File: src/rtl/bcd_accum_bank_if.sv
// Command/status bundle between a controller and the BCD accumulator bank.
// The controller drives select, the command levels and the operand. The bank
// drives back the displayed value and its status.
interface bcd_accum_bank_if #(
  parameter int DIGITS = 2,
  parameter int SEL_W  = 2
);
  logic [SEL_W-1:0]    select;
  logic                add;
  logic                sub;
  logic                clear;
  logic [4*DIGITS-1:0] data_in;
  logic [4*DIGITS-1:0] data_out;
  logic                wrap_out;
  logic                busy;
  logic                done;

  modport master (
    output select, add, sub, clear, data_in,
    input  data_out, wrap_out, busy, done
  );

  modport slave (
    input  select, add, sub, clear, data_in,
    output data_out, wrap_out, busy, done
  );
endinterface

File: src/rtl/bcd_accum_bank.sv
// Bank of independent multi-digit BCD accumulators.
// Add and subtract run one digit per clock, least significant digit first.
// Clear acts at once. Commands fire on the rising edge of a level input.
// The value and wrap flag of the selected channel come out of registers, so a
// digit write or a clear shows on the outputs at the same edge it happens.
module bcd_accum_bank #(
  parameter int CHANNELS = 4,
  parameter int DIGITS   = 2,
  parameter int SEL_W    = 2
) (
  input logic              clk,
  input logic              rst_n,
  bcd_accum_bank_if.slave  bus
);

  localparam int CH_W  = $clog2(CHANNELS);
  localparam int IDX_W = (DIGITS > 1) ? $clog2(DIGITS) : 1;
  localparam logic [SEL_W:0]   CH_LIM   = (SEL_W + 1)'(CHANNELS);
  localparam logic [IDX_W-1:0] IDX_LAST = IDX_W'(DIGITS - 1);

  typedef logic [DIGITS-1:0][3:0] bcd_t;
  typedef enum logic {IDLE = 1'b0, RUN = 1'b1} state_t;

  // Clamp an out-of-range operand digit to 9 so the stored digits stay valid BCD.
  function automatic logic [3:0] sat_bcd(input logic [3:0] d);
    return (d > 4'd9) ? 4'd9 : d;
  endfunction

  state_t           state_q, state_d;
  bcd_t             acc_q [CHANNELS];
  bcd_t             acc_d [CHANNELS];
  logic             wrap_q [CHANNELS];
  logic             wrap_d [CHANNELS];
  logic [CH_W-1:0]  ch_q, ch_d;
  logic             sub_mode_q, sub_mode_d;
  bcd_t             op_q, op_d;
  logic [IDX_W-1:0] idx_q, idx_d;
  logic             carry_q, carry_d;
  logic             add_q, sub_q, clear_q;
  bcd_t             data_out_q, data_out_d;
  logic             wrap_out_q, wrap_out_d;
  logic             busy_q, busy_d;
  logic             done_q, done_d;

  logic             add_rise_s, sub_rise_s, clear_rise_s;
  logic [CH_W-1:0]  sel_ch_s;
  bcd_t             data_in_s;
  logic [3:0]       cur_dig_s, op_dig_s, new_dig_s;
  logic [4:0]       sum_s, need_s;
  logic             carry_new_s;

  assign add_rise_s   = bus.add   & ~add_q;
  assign sub_rise_s   = bus.sub   & ~sub_q;
  assign clear_rise_s = bus.clear & ~clear_q;
  assign data_in_s    = bus.data_in;

  assign bus.data_out = data_out_q;
  assign bus.wrap_out = wrap_out_q;
  assign bus.busy     = busy_q;
  assign bus.done     = done_q;

  // Map out-of-range selects onto channel 0.
  always_comb begin
    if ({1'b0, bus.select} >= CH_LIM) begin
      sel_ch_s = '0;
    end else begin
      sel_ch_s = CH_W'(bus.select);
    end
  end

  // Arithmetic on one digit: the ripple add/subtract of the current digit.
  always_comb begin
    cur_dig_s   = acc_q[ch_q][idx_q];
    op_dig_s    = op_q[idx_q];
    sum_s       = {1'b0, cur_dig_s} + {1'b0, op_dig_s} + {4'b0000, carry_q};
    need_s      = {1'b0, op_dig_s} + {4'b0000, carry_q};
    new_dig_s   = 4'd0;
    carry_new_s = 1'b0;
    if (sub_mode_q) begin
      if ({1'b0, cur_dig_s} < need_s) begin
        new_dig_s   = 4'(({1'b0, cur_dig_s} + 5'd10) - need_s);
        carry_new_s = 1'b1;
      end else begin
        new_dig_s   = 4'({1'b0, cur_dig_s} - need_s);
        carry_new_s = 1'b0;
      end
    end else begin
      if (sum_s > 5'd9) begin
        new_dig_s   = 4'(sum_s - 5'd10);
        carry_new_s = 1'b1;
      end else begin
        new_dig_s   = sum_s[3:0];
        carry_new_s = 1'b0;
      end
    end
  end

  // Next state: command decode in IDLE, one digit write per cycle in RUN, output view.
  always_comb begin
    state_d    = state_q;
    acc_d      = acc_q;
    wrap_d     = wrap_q;
    ch_d       = ch_q;
    sub_mode_d = sub_mode_q;
    op_d       = op_q;
    idx_d      = idx_q;
    carry_d    = carry_q;
    busy_d     = busy_q;
    done_d     = 1'b0;
    case (state_q)
      IDLE: begin
        if (clear_rise_s) begin
          acc_d[sel_ch_s]  = '0;
          wrap_d[sel_ch_s] = 1'b0;
        end else if (add_rise_s ^ sub_rise_s) begin
          ch_d       = sel_ch_s;
          sub_mode_d = sub_rise_s;
          for (int i = 0; i < DIGITS; i++) begin
            op_d[i] = sat_bcd(data_in_s[i]);
          end
          idx_d   = '0;
          carry_d = 1'b0;
          busy_d  = 1'b1;
          state_d = RUN;
        end else begin
          state_d = IDLE;
        end
      end
      RUN: begin
        acc_d[ch_q][idx_q] = new_dig_s;
        carry_d = carry_new_s;
        if (idx_q == IDX_LAST) begin
          if (carry_new_s) begin
            wrap_d[ch_q] = 1'b1;
          end else begin
            wrap_d[ch_q] = wrap_q[ch_q];
          end
          busy_d  = 1'b0;
          done_d  = 1'b1;
          state_d = IDLE;
        end else begin
          idx_d = idx_q + IDX_W'(1);
        end
      end
      default: begin
        busy_d  = 1'b0;
        state_d = IDLE;
      end
    endcase
    data_out_d = acc_d[sel_ch_s];
    wrap_out_d = wrap_d[sel_ch_s];
  end

  // State, accumulator storage, edge history and registered outputs.
  always_ff @(posedge clk or negedge rst_n) begin
    if (!rst_n) begin
      state_q    <= IDLE;
      for (int c = 0; c < CHANNELS; c++) begin
        acc_q[c]  <= '0;
        wrap_q[c] <= 1'b0;
      end
      ch_q       <= '0;
      sub_mode_q <= 1'b0;
      op_q       <= '0;
      idx_q      <= '0;
      carry_q    <= 1'b0;
      add_q      <= 1'b0;
      sub_q      <= 1'b0;
      clear_q    <= 1'b0;
      data_out_q <= '0;
      wrap_out_q <= 1'b0;
      busy_q     <= 1'b0;
      done_q     <= 1'b0;
    end else begin
      state_q    <= state_d;
      acc_q      <= acc_d;
      wrap_q     <= wrap_d;
      ch_q       <= ch_d;
      sub_mode_q <= sub_mode_d;
      op_q       <= op_d;
      idx_q      <= idx_d;
      carry_q    <= carry_d;
      add_q      <= bus.add;
      sub_q      <= bus.sub;
      clear_q    <= bus.clear;
      data_out_q <= data_out_d;
      wrap_out_q <= wrap_out_d;
      busy_q     <= busy_d;
      done_q     <= done_d;
    end
  end

endmodule

File: src/flat_wrapper.sv
// flat-port wrapper written by rule: the top's interface ports become plain ports
module bcd_accum_bank_flat 
#(
  parameter int CHANNELS = 4,
  parameter int DIGITS   = 2,
  parameter int SEL_W    = 2
)
  (clk, rst_n, bus_select, bus_add, bus_sub, bus_clear, bus_data_in, bus_data_out, bus_wrap_out, bus_busy, bus_done);
  bcd_accum_bank_if #(.DIGITS(DIGITS), .SEL_W(SEL_W)) bus_i ();
  input logic clk;
  input logic rst_n;
  input wire logic [$bits(bus_i.select)-1:0] bus_select;
  input wire logic [$bits(bus_i.add)-1:0] bus_add;
  input wire logic [$bits(bus_i.sub)-1:0] bus_sub;
  input wire logic [$bits(bus_i.clear)-1:0] bus_clear;
  input wire logic [$bits(bus_i.data_in)-1:0] bus_data_in;
  output wire logic [$bits(bus_i.data_out)-1:0] bus_data_out;
  output wire logic [$bits(bus_i.wrap_out)-1:0] bus_wrap_out;
  output wire logic [$bits(bus_i.busy)-1:0] bus_busy;
  output wire logic [$bits(bus_i.done)-1:0] bus_done;
  assign bus_i.select = bus_select;
  assign bus_i.add = bus_add;
  assign bus_i.sub = bus_sub;
  assign bus_i.clear = bus_clear;
  assign bus_i.data_in = bus_data_in;
  assign bus_data_out = bus_i.data_out;
  assign bus_wrap_out = bus_i.wrap_out;
  assign bus_busy = bus_i.busy;
  assign bus_done = bus_i.done;
  bcd_accum_bank #(.CHANNELS(CHANNELS), .DIGITS(DIGITS), .SEL_W(SEL_W)) u_core (.clk(clk), .rst_n(rst_n), .bus(bus_i));
endmodule
File: config.mk
export PLATFORM = sky130hd
export DESIGN_NAME = bcd_accum_bank_flat
export DESIGN_NICKNAME = d
export VERILOG_FILES = /design/src/rtl/bcd_accum_bank_if.sv /design/src/rtl/bcd_accum_bank.sv /design/src/flat_wrapper.sv
export SDC_FILE = /design/constraint.sdc
export NUM_CORES = 1
export LEC_CHECK = 0
export CAP_MARGIN = 25
export CORE_UTILIZATION = 26
export CTS_CLUSTER_DIAMETER = 60
export CTS_CLUSTER_SIZE = 12
export DETAILED_ROUTE_END_ITERATION = 6
export SYNTH_ARGS = -nofsm -noshare
export SYNTH_HDL_FRONTEND = slang
export SYNTH_SLANG_ARGS = --single-unit
File: constraint.sdc
create_clock -name clk -period 9 [get_ports clk]
set_input_delay 1.35 -clock clk [delete_from_list [all_inputs] [get_ports clk]]
set_output_delay 1.35 -clock clk [all_outputs]
set_load 0.005 [all_outputs]
# == Word level (Yosys, flattened, before mapping) ==
# Index checks and enable logic that the tools add are counted.
# totals
reg_bits,64
inputBits,15
word_cells,127
# classes
add_sub_neg,8
n_lt_le_gt_ge,10
n_eq_ne,3
mux,57
bitwise,16
n_reduce_logical,6
# ops
cell,count
32-bit case mux with 2 select lines,1
4-bit 2-to-1 mux,13
8-bit 2-to-1 mux,6
32-bit AND,1
8-bit binary-select mux with 2-bit select,2
32-bit bitwise mux,1
8-bit demux with 2-bit select,2
32-bit 2-to-1 mux,1
32-bit inverter,1
1-bit 2-to-1 mux,20
"4-bit > comparator, second input constant",2
1-bit case mux with 2 select lines,4
4-bit case mux with 2 select lines,1
4-bit subtractor,2
"3-bit greater-or-equal comparator, second input constant",2
"3-bit by 1-bit < comparator with 1-bit output, second input constant",2
2-bit inverter with 3-bit output,2
3-bit AND reduction,2
4-bit by 1-bit adder with 5-bit output,1
4-bit by 4-bit adder with 5-bit output,1
5-bit by 1-bit adder with 5-bit output,1
"5-bit by 4-bit > comparator with 1-bit output, second input constant",1
4-bit by 5-bit < comparator with 1-bit output,1
1-bit inverter,5
18 further kinds,25

# == Logic depth before layout (Yosys ltp) ==
# Gate-level depths: netlist of the first run.
# logic_depth
ltp_word,17
mapped_depth,19

# == Worst setup path before layout of the first run ==
# Ideal clock, no wire load.
# synth_path
kind,reg-to-reg
start,register u_core.ch_q[0]
end,register u_core.acc_q[18] (netlist name)
setup_ns,0.121
arrival_ns,4.247
required_time_ns,8.879
setup_slack_ns,4.632
path_stages_with_launch,17
path_buffers,3
cell_sequence,dfrtp_1 -> buf_1 -> clkbuf_1 -> mux4_2 -> mux2i_1 -> fa_1 -> inv_1 -> fa_1 -> xnor2_1 -> ha_1 -> a22oi_1 -> a31oi_4 -> nand2b_1 -> a22o_1 -> buf_2 -> mux2_2 -> a22o_1
# synth_lines
item,line_no,text
start: declaration,bcd_accum_bank.sv:34,"logic [CH_W-1:0] ch_q, ch_d;"
start signal: assignment,bcd_accum_bank.sv:178,ch_q <= ch_d;
end signal: indexed assignment,bcd_accum_bank.sv:159,acc_q[c] <= '0;
end signal: assignment,bcd_accum_bank.sv:176,acc_q <= acc_d;
end: declaration,bcd_accum_bank.sv:30,bcd_t acc_q [CHANNELS];

==> impl_metrics.toml, run 1 <==
[yosys]
yosysWarnings = 0
synth_cells = 436
synth_fp_nets = 467
yosys-top-cells-count = "dfrtp_1, nand2_1, a21oi_1, nor2_1, o21ai_0"
synth_top_area_share_pct = 38.4
synth-seq-cells = 64
synth.distinct_cells = 60
syn-cell-area_um2 = 4170
yosysSeqAreaShare_pct = 38.4
synth_area_leaders = "dfrtp_1, mux4_2, nand2_1"
synthFlopType = "dfrtp_1"
yosysTopAreaCell = "dfrtp_1"
synth_most_common_cell = "dfrtp_1"
synth-async-reset-ratio_pct = 100
synth_edf_count = 0
syn_area_per_cell_um2 = 9.57

[routing]
ant_nets = 0
via_per_inst = 5.29
vias = 3516
drcViolationCount = 0
wl_per_cell_um = 17.6
first_iter_violations = 329
routed_wl_mm = 11.7
first_pass_iters = 5

[sta]
fin_crit_sh_pct = 53.8
rsz0062_at_grt = "no"
finalCriticalPeriod_ns = 4.84
worstMarginPinSlew_ns = 1.03
relSlewSlack_pct = 31.0
finalHoldViolCount = 0
fin_setup_tns_ns = 0
clock_skew_ns = 0.00767
slew_violations = 0
max_freq_mhz = 206
setup_viol = 0

[floorplanning]
rows = 45
initial_core_util_pct = 27.0
die_h_um = 129
die_w_um = 129
core_area_um2 = 15400
die_area_um2 = 16600
ios = 26

[global_route]
gr-total-overflow = 0
antenna_found_initial = 0
grt_max_degree = 65
grt_pass1_wl_mm = 19.0
grt_usage_pct = 15.0
grt_pass1_vias = 3511

[critical_path]
crit_path_end_kind = "register"
startpoint_type = "register"
cp.required_ns = 9.22
worstPathMaxFanout = 22
crit_type = "register to register"
worst_ep_arrival_time_ns = 5.07
ff2ff_path_depth = 13

[placed_design]
hpwl_mm = 7.90
gp_congestion = 0.890
numPortBuffers = 25

[worst_hold_path]
hold_class = "register to register"
holdPathStages = 2

[cts]
cts_buffer_depth = 2
htreeDepth = 3
root_buffer = "clkbuf_16"
holdBufCountCts = 0
cts_resized = 0
postCtsSetupBuffers = 0
clkLatencyLatePin_ns = 0.34
cts_tree = "built"
cts_sinks = 64
cts_buffers = 9
cts.clk_slew.worst_paths_ns = 0.06

[final_layout]
antenna_cells = 0
syn_to_final_growth_pct = 17.7
drive_gt1_share_pct = 14.3
layout.nets = 480

[status]
status = "complete, no violations"

[flow_run]
drv_cap = 0
==> placed cells by master, fill, tap and decap left out, drive strengths merged, types with 12 or more instances in the layout <==
master and count:
dfrtp 64, nand2 49, o21ai 28, a21oi 26, nor2 25, clkdlybuf4s50 24, inv 23, a22o 20
mux2 15, a31oi 15, nand3 12, ha 12
==> logic make-up after synthesis <==
logic type,Yosys count,synth area share (%)
muxes,33,11.7
buffers and inverters,51,4.65
AOI/OAI and AO/OA,135,22.7
adders and majority gates,16,5.52
and+or+nand+nor,129,15.2
xor gates and xnor gates,8,1.86
DFF,64,38.4
==> layer usage <==
layer / routed length [um] / vias up / global-route usage [%]
li1: - / 1614 / -
met1: 5030 / 1733 / 19.2
met2: 5540 / 148 / 23.8
met3: 897 / 21 / 4.49
met4: 222 / 0 / 5.67
met5: 0 / - / 0
==> worst paths after layout <==
check / start / endpoint / slack [ns]
max: u_core.ch_q[0] / u_core.bus.data_out[6] / 4.16
min: u_core.bus.busy / u_core.bus.busy / 0.51
max reg2reg: u_core.ch_q[0] / u_core.bus.data_out[6] / 4.16
min reg2reg: u_core.bus.busy / u_core.bus.busy / 0.51
max in group asynchronous: rst_n / u_core.state_q / 7.21
min in group asynchronous: rst_n / u_core.op_q[0] / 1.19
==> sequential cells by signal, indices dropped and copies added (netlist names), 2 cells and up <==
signal / count
u_core.acc_q: 32
u_core.op_q: 8
u_core.wrap_q: 4
u_core.ch_q: 2
u_core.bus.data_out: 8
==> area by class of cell <==
class                      count  area [um^2]
timing repair buffer          30          283
multi-input combinational    321         2380
sequential                    64         1600
clock buffer                  10          239
tap                          211          264
fill                        1600        10500
clock inverter                 6         58.8
inverter                      23         86.3
==> critical path, stage by stage, from the launching register on <==
cell and delay [ns]:
dfrtp_1 0.96, mux4_2 0.61, mux2i_1 0.34, fa_1 0.27, inv_1 0.06, fa_1 0.40, xnor2_1 0.21, ha_1 0.26
a22oi_1 0.29, a31oi_4 0.16, a21oi_1 0.17, a22o_1 0.48, a21oi_1 0.16, a221oi_1 0.36
==> metrics by stage <==
stage	worst slack [ns]	hold slack [ns]	instance area, um^2	util (%)	cells
after global routing	3.79	0.529	4910	31.8	665
after CTS	4.10	0.515	4910	31.8	665
after detailed placement	4.14	0.502	4610	29.9	649
final	4.16	0.508	4910	31.8	665
after global placement	4.21	0.485	4610	29.9	648
after floorplan	4.63	0.463	4170	-	436
Power of run 1 is left out: the tool's default activity adds up to more than one toggle a clock period on the data nets, which glitch-free logic cannot reach.
==> run 2, diff against run 1 <==
Clock period 9 ns to 5.1 ns, I/O delays scaled along.
==> run 2 against run 1 <==
  * Fmax is 5.8% higher
  * Worst setup slack worse by 3.6 ns
  * Flip-flop and latch count stayed put
  * Clock-buffer cell count is 1 higher
  * Die area stayed put
  * First-iteration DRC count is 15% lower
  * Hold slack better by 0.0022 ns
  * Sequential share of layout area is 0.46 points lower
  * Register-to-register slack worse by 3.6 ns
  * Via count is 0.85% lower
  * Core utilization is 0.45 points higher
  * Largest cell class unchanged
  * Highest routed layer unchanged
==> impl_metrics.toml, run 2 (synthesized netlist as in run 1, its figures left out) <==
[cts]
root_buffer = "clkbuf_16"
cts_buffers = 9
cts.clk_slew.worst_paths_ns = 0.05
cts_resized = 0
htreeDepth = 3
clkLatencyLatePin_ns = 0.34
holdBufCountCts = 0
cts_sinks = 64
postCtsSetupBuffers = 0
cts_buffer_depth = 2
cts_tree = "built"

[placed_design]
gp_congestion = 0.896
numPortBuffers = 25
hpwl_mm = 7.98

[final_layout]
syn_to_final_growth_pct = 19.4
fillerInstances = 1615
multiInputGateArea_um2 = 2380
final_cell_mix = "dfrtp_1, nand2_1, a21oi_1, o21ai_0, nor2_1"
layout.nets = 486
regMostFlops = "u_core.acc_q"
final_common_cell = "dfrtp_1"
largest_reg_flops = 32
drive_gt1_share_pct = 15.2
regArea_um2 = 1600
antenna_cells = 0

[critical_path]
r2r-start = "u_core.ch_q[0]"
crit_end = "u_core.bus.data_out[6]"
ff2ff_setup_slack_ns = 0.52
path_buf_inv = 1
path_depth = 13
worstPathMaxFanout = 14
crit_chain = "mux4_2 -> mux2i_1 -> fa_1 -> inv_1 -> fa_1 -> xnor2_1 -> ha_1 -> a22oi_1 -> a31oi_4 -> a21oi_1 -> a22o_1 -> a21oi_1 -> a221oi_1"
ff2ff_path_depth = 13
startpoint_type = "register"
critPathLaunch = "u_core.ch_q[0]"
critPathTopFamily = "compound AO/OA/AOI/OAI gates"
crit_type = "register to register"
slowest_delay_ns = 0.78
r2r-end = "u_core.bus.data_out[6]"
worst_ep_arrival_time_ns = 4.79
worst_path_max_delay_cell = "dfrtp_1"
cp.required_ns = 5.31
crit_path_end_kind = "register"

[floorplanning]
die_area_um2 = 16600
die_h_um = 129
core_area_um2 = 15400
die_w_um = 129
ios = 26
initial_core_util_pct = 27.0
rows = 45

[sta]
rsz0062_at_grt = "no"
finalCriticalPeriod_ns = 4.58
clock_skew_ns = 0.00625
max_freq_mhz = 218
slew_violations = 0
finalHoldViolCount = 0
worstMarginPinSlew_ns = 0.942
relSlewSlack_pct = 36.9
fin_crit_sh_pct = 89.8
setup_viol = 0
fin_setup_tns_ns = 0

[routing]
routed_wl_mm = 11.3
drcViolationCount = 0
vias = 3486
first_iter_violations = 280
ant_nets = 0
wl_per_cell_um = 16.8
via_per_inst = 5.20
first_pass_iters = 5

[global_route]
grt_pass1_vias = 3419
grt_max_degree = 65
gr-total-overflow = 0
grt_pass1_wl_mm = 18.3
grt_usage_pct = 14.5
antenna_found_initial = 0

[worst_hold_path]
hold_class = "register to register"

[flow_run]
drv_cap = 0

[status]
status = "complete, no violations"
## run 2: worst min path at each step
stage	start	depth (start not counted)	slack, ns	end
after global placement	u_core.bus.busy	2	0.50	u_core.bus.busy
final	u_core.bus.busy	2	0.51	u_core.bus.busy
after detailed placement	u_core.bus.busy	2	0.51	u_core.bus.busy
after floorplan	u_core.acc_q[1]	2	0.46	u_core.acc_q[1]
after global routing	u_core.wrap_q[2]	1	0.55	u_core.wrap_q[2]
after CTS	u_core.bus.busy	2	0.52	u_core.bus.busy
## run 2: worst register-to-register path, cell delays in order, from the launching register on
cell and delay, ns:
dfrtp_1 0.78, mux4_2 0.61, mux2i_1 0.27, fa_1 0.25, inv_1 0.06, fa_1 0.39
xnor2_1 0.20, ha_1 0.26, a22oi_1 0.27, a31oi_4 0.16, a21oi_1 0.18, a22o_1 0.46
a21oi_1 0.16, a221oi_1 0.39
## run 2: final cells by class
| class | instances | share of cell area (%) |
|---|---|---|
| multi-input cells | 321 | 47.7 |
| flip-flops and latches | 64 | 32.2 |
| clock buffers | 11 | 4.87 |
| clock inverters | 5 | 1.61 |
| repair buffers | 36 | 6.58 |
| well taps | 211 | 5.30 |
| inverters | 23 | 1.73 |
## run 2: through the flow
step	util, %	cell area [um^2]	cells	worst slack (ns)	hold WS [ns]
finish	32.3	4980	671	0.522	0.510
global route	32.3	4980	671	0.117	0.547
CTS	32.3	4980	671	0.499	0.522
detailed placement	30.2	4660	655	0.536	0.509
global placement	30.1	4650	654	0.682	0.498
floorplan	-	4170	436	0.732	0.463
## run 2: routing by layer
metal | share of wire (%) | vias to the layer above | GRT usage, %
li1 | - | 1626 | -
met1 | 44 | 1693 | 19.3
met2 | 46 | 144 | 21.9
met3 | 7.3 | 23 | 4.07
met4 | 2.4 | 0 | 6.09
met5 | 0 | - | 0
Power of run 2 is left out for the same reason.
==> run 3, diff against run 2 <==
Settings changed: SETUP_SLACK_MARGIN set to 0.05.
==> results of run 3 <==
Final layout, timing and power as in run 2 (identical DEF).
Power of run 3 is left out for the same reason.
